--- config.mk ---
export PLATFORM = sky130hd
export DESIGN_NAME = sm_datapath
export DESIGN_NICKNAME = d
export VERILOG_FILES = /design/src/rtl/sm_datapath.sv
export SDC_FILE = /design/constraint.sdc
export NUM_CORES = 1
export LEC_CHECK = 0
export ABC_AREA = 1
export ABC_CLOCK_PERIOD_IN_PS = 5200
export CAP_MARGIN = 15
export CELL_PAD_IN_SITES_DETAIL_PLACEMENT = 1
export CELL_PAD_IN_SITES_GLOBAL_PLACEMENT = 1
export CORE_ASPECT_RATIO = 1.4
export CORE_UTILIZATION = 47
export DETAILED_ROUTE_END_ITERATION = 8
export HOLD_SLACK_MARGIN = 0.05
export PLACE_DENSITY_LB_ADDON = 0.1
export SYNTH_ARGS = -nofsm -noshare
export SYNTH_HDL_FRONTEND = slang
export SYNTH_SLANG_ARGS = --single-unit
--- constraint.sdc ---
create_clock -name clk -period 5.2 [get_ports clk]
set_input_delay 1.04 -clock clk [delete_from_list [all_inputs] [get_ports clk]]
set_output_delay 1.04 -clock clk [all_outputs]
set_load 0.02 [all_outputs]
--- src/rtl/sm_datapath.sv ---
// sm_datapath: 8x16 register file, A/B operand registers, shifter, ALU,
// result register C and a {V,N,Z} status register.
// Every register updates on the rising clk edge from pre-edge values;
// the synchronous active-low reset overrides all write/load enables.
module sm_datapath (
    input  logic        clk,
    input  logic        reset,
    input  logic        write,
    input  logic [2:0]  writenum,
    input  logic [2:0]  readnum,
    input  logic [1:0]  vsel,
    input  logic [15:0] sximm8,
    input  logic [15:0] sximm5,
    input  logic [15:0] mdata,
    input  logic [7:0]  PC,
    input  logic        loada,
    input  logic        loadb,
    input  logic        loadc,
    input  logic        loads,
    input  logic        asel,
    input  logic        bsel,
    input  logic [1:0]  shift,
    input  logic [1:0]  ALUop,
    output logic [15:0] datapath_out,
    output logic [2:0]  Z_out
);

    logic [15:0] r_regs [0:7];
    logic [15:0] r_a;
    logic [15:0] r_b;
    logic [15:0] r_c;
    logic [2:0]  r_status;

    logic [15:0] w_wb;
    logic [15:0] w_rd;
    logic [15:0] w_sout;
    logic [15:0] w_ain;
    logic [15:0] w_bin;
    logic [15:0] w_res;
    logic        w_ovf;

    assign w_rd = r_regs[readnum];

    // Writeback source mux.
    always_comb begin
        w_wb = r_c;
        case (vsel)
            2'b00: w_wb = r_c;
            2'b01: w_wb = {8'b0, PC};
            2'b10: w_wb = sximm8;
            2'b11: w_wb = mdata;
            default: w_wb = r_c;
        endcase
    end

    // Shifter applied to B.
    always_comb begin
        w_sout = r_b;
        case (shift)
            2'b00: w_sout = r_b;
            2'b01: w_sout = {r_b[14:0], 1'b0};
            2'b10: w_sout = {1'b0, r_b[15:1]};
            2'b11: w_sout = {r_b[15], r_b[15:1]};
            default: w_sout = r_b;
        endcase
    end

    assign w_ain = asel ? 16'h0000 : r_a;
    assign w_bin = bsel ? sximm5 : w_sout;

    // ALU with signed overflow detect; logic ops never overflow.
    always_comb begin
        w_res = 16'h0000;
        w_ovf = 1'b0;
        case (ALUop)
            2'b00: begin
                w_res = w_ain + w_bin;
                w_ovf = (w_ain[15] == w_bin[15]) && (w_res[15] != w_ain[15]);
            end
            2'b01: begin
                w_res = w_ain - w_bin;
                w_ovf = (w_ain[15] != w_bin[15]) && (w_res[15] != w_ain[15]);
            end
            2'b10: w_res = w_ain & w_bin;
            2'b11: w_res = ~w_bin;
            default: w_res = 16'h0000;
        endcase
    end

    // Register file, operand, result and status registers; reset wins.
    always_ff @(posedge clk) begin
        if (!reset) begin
            for (int i = 0; i < 8; i++) begin
                r_regs[i] <= 16'h0000;
            end
            r_a      <= 16'h0000;
            r_b      <= 16'h0000;
            r_c      <= 16'h0000;
            r_status <= 3'b000;
        end else begin
            if (write) begin
                r_regs[writenum] <= w_wb;
            end
            if (loada) begin
                r_a <= w_rd;
            end
            if (loadb) begin
                r_b <= w_rd;
            end
            if (loadc) begin
                r_c <= w_res;
            end
            if (loads) begin
                r_status <= {w_ovf, w_res[15], (w_res == 16'h0000)};
            end
        end
    end

    assign datapath_out = r_c;
    assign Z_out        = r_status;

endmodule

==> flow_summary.toml, run 1 <==
[cts]
hold_buffers = 0
clkTransAtPathRegs_ns = 0.08
clk_path_buf_depth = 2
ctsResizeCount = 0
clk_latency_ns = 0.45
post_cts_buffers = 0
cts.sinks = 179
tritoncts = "built"
cts_htree_levels = 4
cts_root_buffer = "clkbuf_16"
cts_made_buffers = 17

[placement]
routabilityCongestion = 0.9383
hpwl_um = 29120
dpl_cell_area_mm2 = 0.01205
portBuffers = 95

[yosys]
yosysTopAreaCell = "edfxtp_1"
synth_ff_type = "edfxtp_1"
synth_top_area_share_pct = 35.63
ys_top_cells_by_area = "edfxtp_1, nand2_1, dfxtp_1"
seq_area_frac_synth_pct = 45.09
synth_area_mm2 = 0.01079
postSynthCellCount = 1416
synthDistinctLibCells = 42
synth_seq_cells = 179
yosysWarnings = 0
synth-edff-count = 128
async_reset_ff_share_pct = 0
avgSynthCellArea_um2 = 7.619
synthTopCellsByCount = "nand2_1, nor2_1, inv_1"
yosysMostFrequentCell = "nand2_1"
synth_fp_nets = 1526

[power_and_ir_drop]
p_sw_mw = 1.175
seq_power_share_pct = 44.9
clkPwrFrac_pct = 33.7
p_leak_nw = 5.809
swShare_pct = 32.09
p_int_mw = 2.487
pwr-share-comb_pct = 21.4
p_per_area_mw_per_mm2 = 290.7
peakVddDrop_mv = 0.2675

[run]
cap_violations = 0

[drt]
wl_per_cell_um = 21.34
drtIter0Drc = 807
routed-via-count = 10150
routed_wl_um = 38780
drtAntennaViolNets = 0
first_pass_iters = 5
avgViaCountPerCell = 5.584
drc = 0

[critical_path]
cp-start-kind = "input pin"
crit_path_end_kind = "flop"
rr_startpoint = "r_b[4]$_SDFFE_PN0P_"
startpoint = "bsel"
crit_required_ns = 5.54
worstRegToRegCells = 17
crit_type = "input pin to flop"
cp.arrival_ns = 4.64
worstPathMaxFanout = 16

[timing]
hold_viol = 0
rsz0062_at_grt = "no"
fin_crit_sh_pct = 82.73
maxSlewViolCount = 0
slew_headroom_pct = 24.91
worst_slew_pin_slew_ns = 1.126
fin_skew_ns = 0.01387
fmax_ghz = 0.2325
setup_viol = 0
tns_ns = 0
final.min_clock_period_ns = 4.302

[outcome]
outcome = "complete, no violations"

[floorplanning]
dieWidth_um = 130.1
die-area_mm2 = 0.02357
start_util_pct = 47.89
die_h_um = 181.3
core-area_mm2 = 0.02253
ioPinCount = 96
rows = 65

[global_route]
grt_pass1_vias = 10800
grt_pass1_wl_um = 59360
grt_max_degree = 65
antenna_found_initial = 0
grt_usage_pct = 34.34
grt_overflow = 0

[finish]
nets = 1613
nFillCells = 2868
area_growth_syn_to_layout_pct = 16.77
fin_area_mm2 = 0.01260
drive_gt1_share_pct = 6.794
antenna_cells = 0

[worst_hold_path]
hold_path_startpoint = "Z_out[2]$_SDFFE_PN0P_"
hold_class = "flop to flop"
hold_depth = 2
-- kinds of logic after synthesis --
family | count (synthesis) | share of synthesized area [%]
AOI/OAI and AO/OA | 260 | 14.23
DFF | 179 | 45.09
xor gates and xnor gates | 5 | 0.4059
muxes | 16 | 1.484
and+or+nand+nor | 651 | 24.70
buffers and inverters | 272 | 10.12
adders and majority gates | 33 | 3.966
-- power groups by stage --
stage / combinational, mW / clock [mW] / sequential [mW]
6_report: 0.785 / 1.23 / 1.64
3_5_place_dp: 0.773 / 0 / 1.67
3_3_place_gp: 0.758 / 0 / 1.67
4_1_cts: 0.781 / 1.25 / 1.64
2_1_floorplan: 0.459 / 0 / 1.67
5_1_grt: 0.852 / 1.29 / 1.65
-- placed cells by master (no fill, tap or decap), types with 16 or more instances in the layout --
master / count
buf_4: 31
o221ai_1: 16
clkbuf_16: 17
dfxtp_1: 51
ha_1: 31
clkdlybuf4s50_1: 92
mux2i_1: 16
nor2_1: 201
o32ai_1: 16
nand2_1: 333
inv_1: 194
o21ai_0: 105
edfxtp_1: 128
nand3_1: 79
a21oi_1: 83
-- critical path, stage by stage --
cell	delay, ns
clkdlybuf4s50_1	0.81
buf_4	0.30
a21oi_1	0.06
nand3_1	0.14
nand2_1	0.13
ha_1	0.42
nor2_1	0.33
nand3_1	0.24
nand3_1	0.22
nand3_1	0.11
nand3_1	0.08
nand2_1	0.05
nand3_1	0.08
nand3_1	0.08
a21oi_1	0.29
nand2_1	0.09
o211ai_1	0.11
inv_1	0.06
-- state kept, by name, summed over array words and instances, names as in the netlist --
signal / count
Z_out: 3
datapath_out: 16
r_a: 16
r_b: 16
r_regs: 128
-- stage by stage --
stage	hold slack, ns	total power, mW	setup slack (ns)	utilization [%]	cells
finish	0.4774	3.662	0.8982	55.92	1817
global route	0.5252	3.797	0.6404	55.92	1817
CTS	0.4772	3.675	0.9780	55.92	1817
detailed placement	0.4594	2.446	0.5000	53.47	1785
global placement	0.4646	2.425	0.4769	53.47	1785
floorplan	0.4899	2.132	1.820	-	1416
-- final cells by class --
class / count / area [um^2] / share of cell area, %
multi-input cells: 965 / 4832 / 38.36
flip-flops and latches: 179 / 4865 / 38.61
clock buffers: 18 / 429.2 / 3.407
well taps: 301 / 376.6 / 2.989
clock inverters: 14 / 123.9 / 0.9832
inverters: 214 / 803.3 / 6.376
repair buffers: 126 / 1169 / 9.276
-- worst paths after layout --
kind / slack (ns) / endpoint
setup / recovery: 0.90 / datapath_out[9]$_SDFFE_PN0P_
hold / removal: 0.48 / Z_out[2]$_SDFFE_PN0P_
setup reg to reg: 2.15 / datapath_out[9]$_SDFFE_PN0P_
hold reg to reg: 0.48 / Z_out[2]$_SDFFE_PN0P_
-- layer usage --
layer | GRT usage [%] | vias to the layer above | share of wire (%)
met5 | 0 | - | 0
met4 | 23.16 | 0 | 6.7
met3 | 4.264 | 112 | 2.5
met2 | 63.60 | 225 | 54
met1 | 35.08 | 5005 | 37
li1 | - | 4805 | -
No activity file was read; power rests on OpenSTA's default activity.
==> inputs of run 2 (changes only) <==
--- a/config.mk
+++ b/config.mk
@@ -6,12 +6,12 @@
 export NUM_CORES = 1
 export LEC_CHECK = 0
 export ABC_AREA = 1
-export ABC_CLOCK_PERIOD_IN_PS = 5200
+export ABC_CLOCK_PERIOD_IN_PS = 3600
 export CAP_MARGIN = 15
 export CELL_PAD_IN_SITES_DETAIL_PLACEMENT = 1
 export CELL_PAD_IN_SITES_GLOBAL_PLACEMENT = 1
 export CORE_ASPECT_RATIO = 1.4
-export CORE_UTILIZATION = 47
+export CORE_UTILIZATION = 39
 export DETAILED_ROUTE_END_ITERATION = 8
 export HOLD_SLACK_MARGIN = 0.05
 export PLACE_DENSITY_LB_ADDON = 0.1
==> constraint.sdc (replaced) <==
create_clock -name clk -period 3.6 [get_ports clk]
set_input_delay 0.72 -clock clk [delete_from_list [all_inputs] [get_ports clk]]
set_output_delay 0.72 -clock clk [all_outputs]
set_load 0.02 [all_outputs]
==> run 2 against run 1 <==
Effect of this change: clock skew shrank 0.0014 ns; total power grew 50%; first-iteration DRC count shrank 37%; largest cell class is now multi-input gates; highest routed layer unchanged; clock-buffer cell count is the same; largest power group unchanged; cell count grew 8.3%.
==> flow_summary.toml, run 2 (synthesis gave the netlist of run 1 again) <==
[critical_path]
worstRegToRegCells = 19
crit_path_end_kind = "flop"
rrSetupSlack_ns = 0.84
crit_required_ns = 3.98
rr_startpoint = "r_b[1]$_SDFFE_PN0P_"
startpoint = "shift[0]"
worstPathMaxFanout = 10
cp-start-kind = "input pin"
cp.arrival_ns = 3.73
endpoint = "Z_out[0]$_SDFFE_PN0P_"
crit_type = "input pin to flop"
r2r-end = "Z_out[0]$_SDFFE_PN0P_"

[cts]
cts_root_buffer = "clkbuf_16"
post_cts_buffers = 0
cts.sinks = 179
ctsResizeCount = 0
cts_htree_levels = 4
tritoncts = "built"
clk_path_buf_depth = 2
cts_made_buffers = 17
clk_latency_ns = 0.45
clkTransAtPathRegs_ns = 0.07
hold_buffers = 0

[global_route]
grt_overflow = 0
grtUsageMet1_pct = 29.99
grt_pass1_wl_um = 59280
grt_max_degree = 38
antenna_found_initial = 0
grt_pass1_vias = 10620
gr-usage-met2_pct = 54.19
grt_usage_pct = 28.45
met3_usage_pct = 2.865
busiest_layer = "met2"

[timing]
setup_viol = 0
hold_viol = 0
maxSlewViolCount = 0
worst_slew_pin_slew_ns = 1.082
fin_crit_sh_pct = 92.87
rsz0062_at_grt = "no"
slew_headroom_pct = 27.63
tns_ns = 0
final.min_clock_period_ns = 3.343
fin_skew_ns = 0.01247
fmax_ghz = 0.2991

[finish]
layout_common_cells = "nand2_1, nor2_1, inv_1, edfxtp_1, buf_4"
final_core_util_pct = 49.88
drive_gt1_share_pct = 12.61
largest_register_ffs = 128
top_register = "r_regs"
area_growth_syn_to_layout_pct = 24.86
nets = 1699
antenna_cells = 0
nFillCells = 3433
final_common_cell = "nand2_1"

[drt]
wl_per_cell_um = 19.75
drc = 0
routed_wl_um = 38840
drtAntennaViolNets = 0
routed-via-count = 10210
first_pass_iters = 5
drtIter0Drc = 508
avgViaCountPerCell = 5.190

[placement]
hpwl_um = 30560
routabilityCongestion = 0.9432
portBuffers = 95

[floorplanning]
ioPinCount = 96
core-area_mm2 = 0.02701
die-area_mm2 = 0.02834
die_h_um = 198.8
rows = 71
dieWidth_um = 142.6
start_util_pct = 39.95

[power_and_ir_drop]
peakVddDrop_mv = 0.3432
p_leak_nw = 6.259
p_per_area_mw_per_mm2 = 408.0

[outcome]
outcome = "complete, no violations"

[worst_hold_path]
hold_class = "flop to flop"

[run]
cap_violations = 0
## run 2: how the worst min path moves through the flow
stage	from	to	slack, ns	cells past startpoint
final	Z_out[0]$_SDFFE_PN0P_	Z_out[0]$_SDFFE_PN0P_	0.50	2
after global routing	Z_out[0]$_SDFFE_PN0P_	Z_out[0]$_SDFFE_PN0P_	0.53	2
after CTS	Z_out[2]$_SDFFE_PN0P_	Z_out[2]$_SDFFE_PN0P_	0.50	2
after detailed placement	Z_out[2]$_SDFFE_PN0P_	Z_out[2]$_SDFFE_PN0P_	0.49	2
after global placement	Z_out[2]$_SDFFE_PN0P_	Z_out[2]$_SDFFE_PN0P_	0.49	2
after floorplan	r_a[0]$_SDFFE_PN0P_	r_a[0]$_SDFFE_PN0P_	0.49	2
## run 2: per-stage QoR
stage	worst slack [ns]	instances	total power [mW]	hold slack [ns]	area [um^2]
after floorplan	0.5402	1416	3.079	0.4899	10790
after global placement	-0.2841	1935	3.682	0.4862	12820
after detailed placement	-0.3600	1935	3.709	0.4872	12820
after CTS	0.09922	1967	5.502	0.5014	13380
after global routing	0.008666	1967	5.704	0.5257	13470
final	0.2567	1967	5.497	0.4962	13470
## run 2: per-layer routing
| metal | wire length (um) | up-vias | share of wire, % |
|---|---|---|---|
| met4 | 2198 | 0 | 5.7 |
| met5 | 0 | - | 0 |
| met1 | 14710 | 4950 | 38 |
| met2 | 20980 | 195 | 54 |
| met3 | 947 | 89 | 2.4 |
| li1 | - | 4975 | - |
## run 2: area by class of cell
class	instances	area [um^2]	area share [%]
flip-flops and latches	179	4865	36.11
multi-input cells	965	4921	36.53
inverters	214	803.3	5.963
clock buffers	18	429.2	3.186
repair buffers	212	1867	13.86
well taps	365	456.7	3.390
clock inverters	14	130.1	0.9659
## run 2: report_power, final
part	switching, mW	internal [mW]	total, mW	leakage [nW]
logic	0.802	0.513	1.32	4.26
clock network	0.845	0.962	1.81	0.272
registers	0.0559	2.32	2.37	1.73
## run 2: worst max-delay path, cell delays in order
cell and delay, ns:
clkdlybuf4s50_1 0.55, inv_2 0.08, nor2_4 0.14, buf_12 0.14, a22oi_1 0.06, nand2_1 0.06
nand2_1 0.15, ha_4 0.35, inv_2 0.06, a21oi_1 0.27, buf_4 0.17, nand2_1 0.06
a21oi_1 0.14, nand3_1 0.09, nand3_1 0.09, nand2_1 0.06, nor2_1 0.16, nand2_1 0.09
nor2_2 0.10, nand3_2 0.08, a21oi_2 0.11
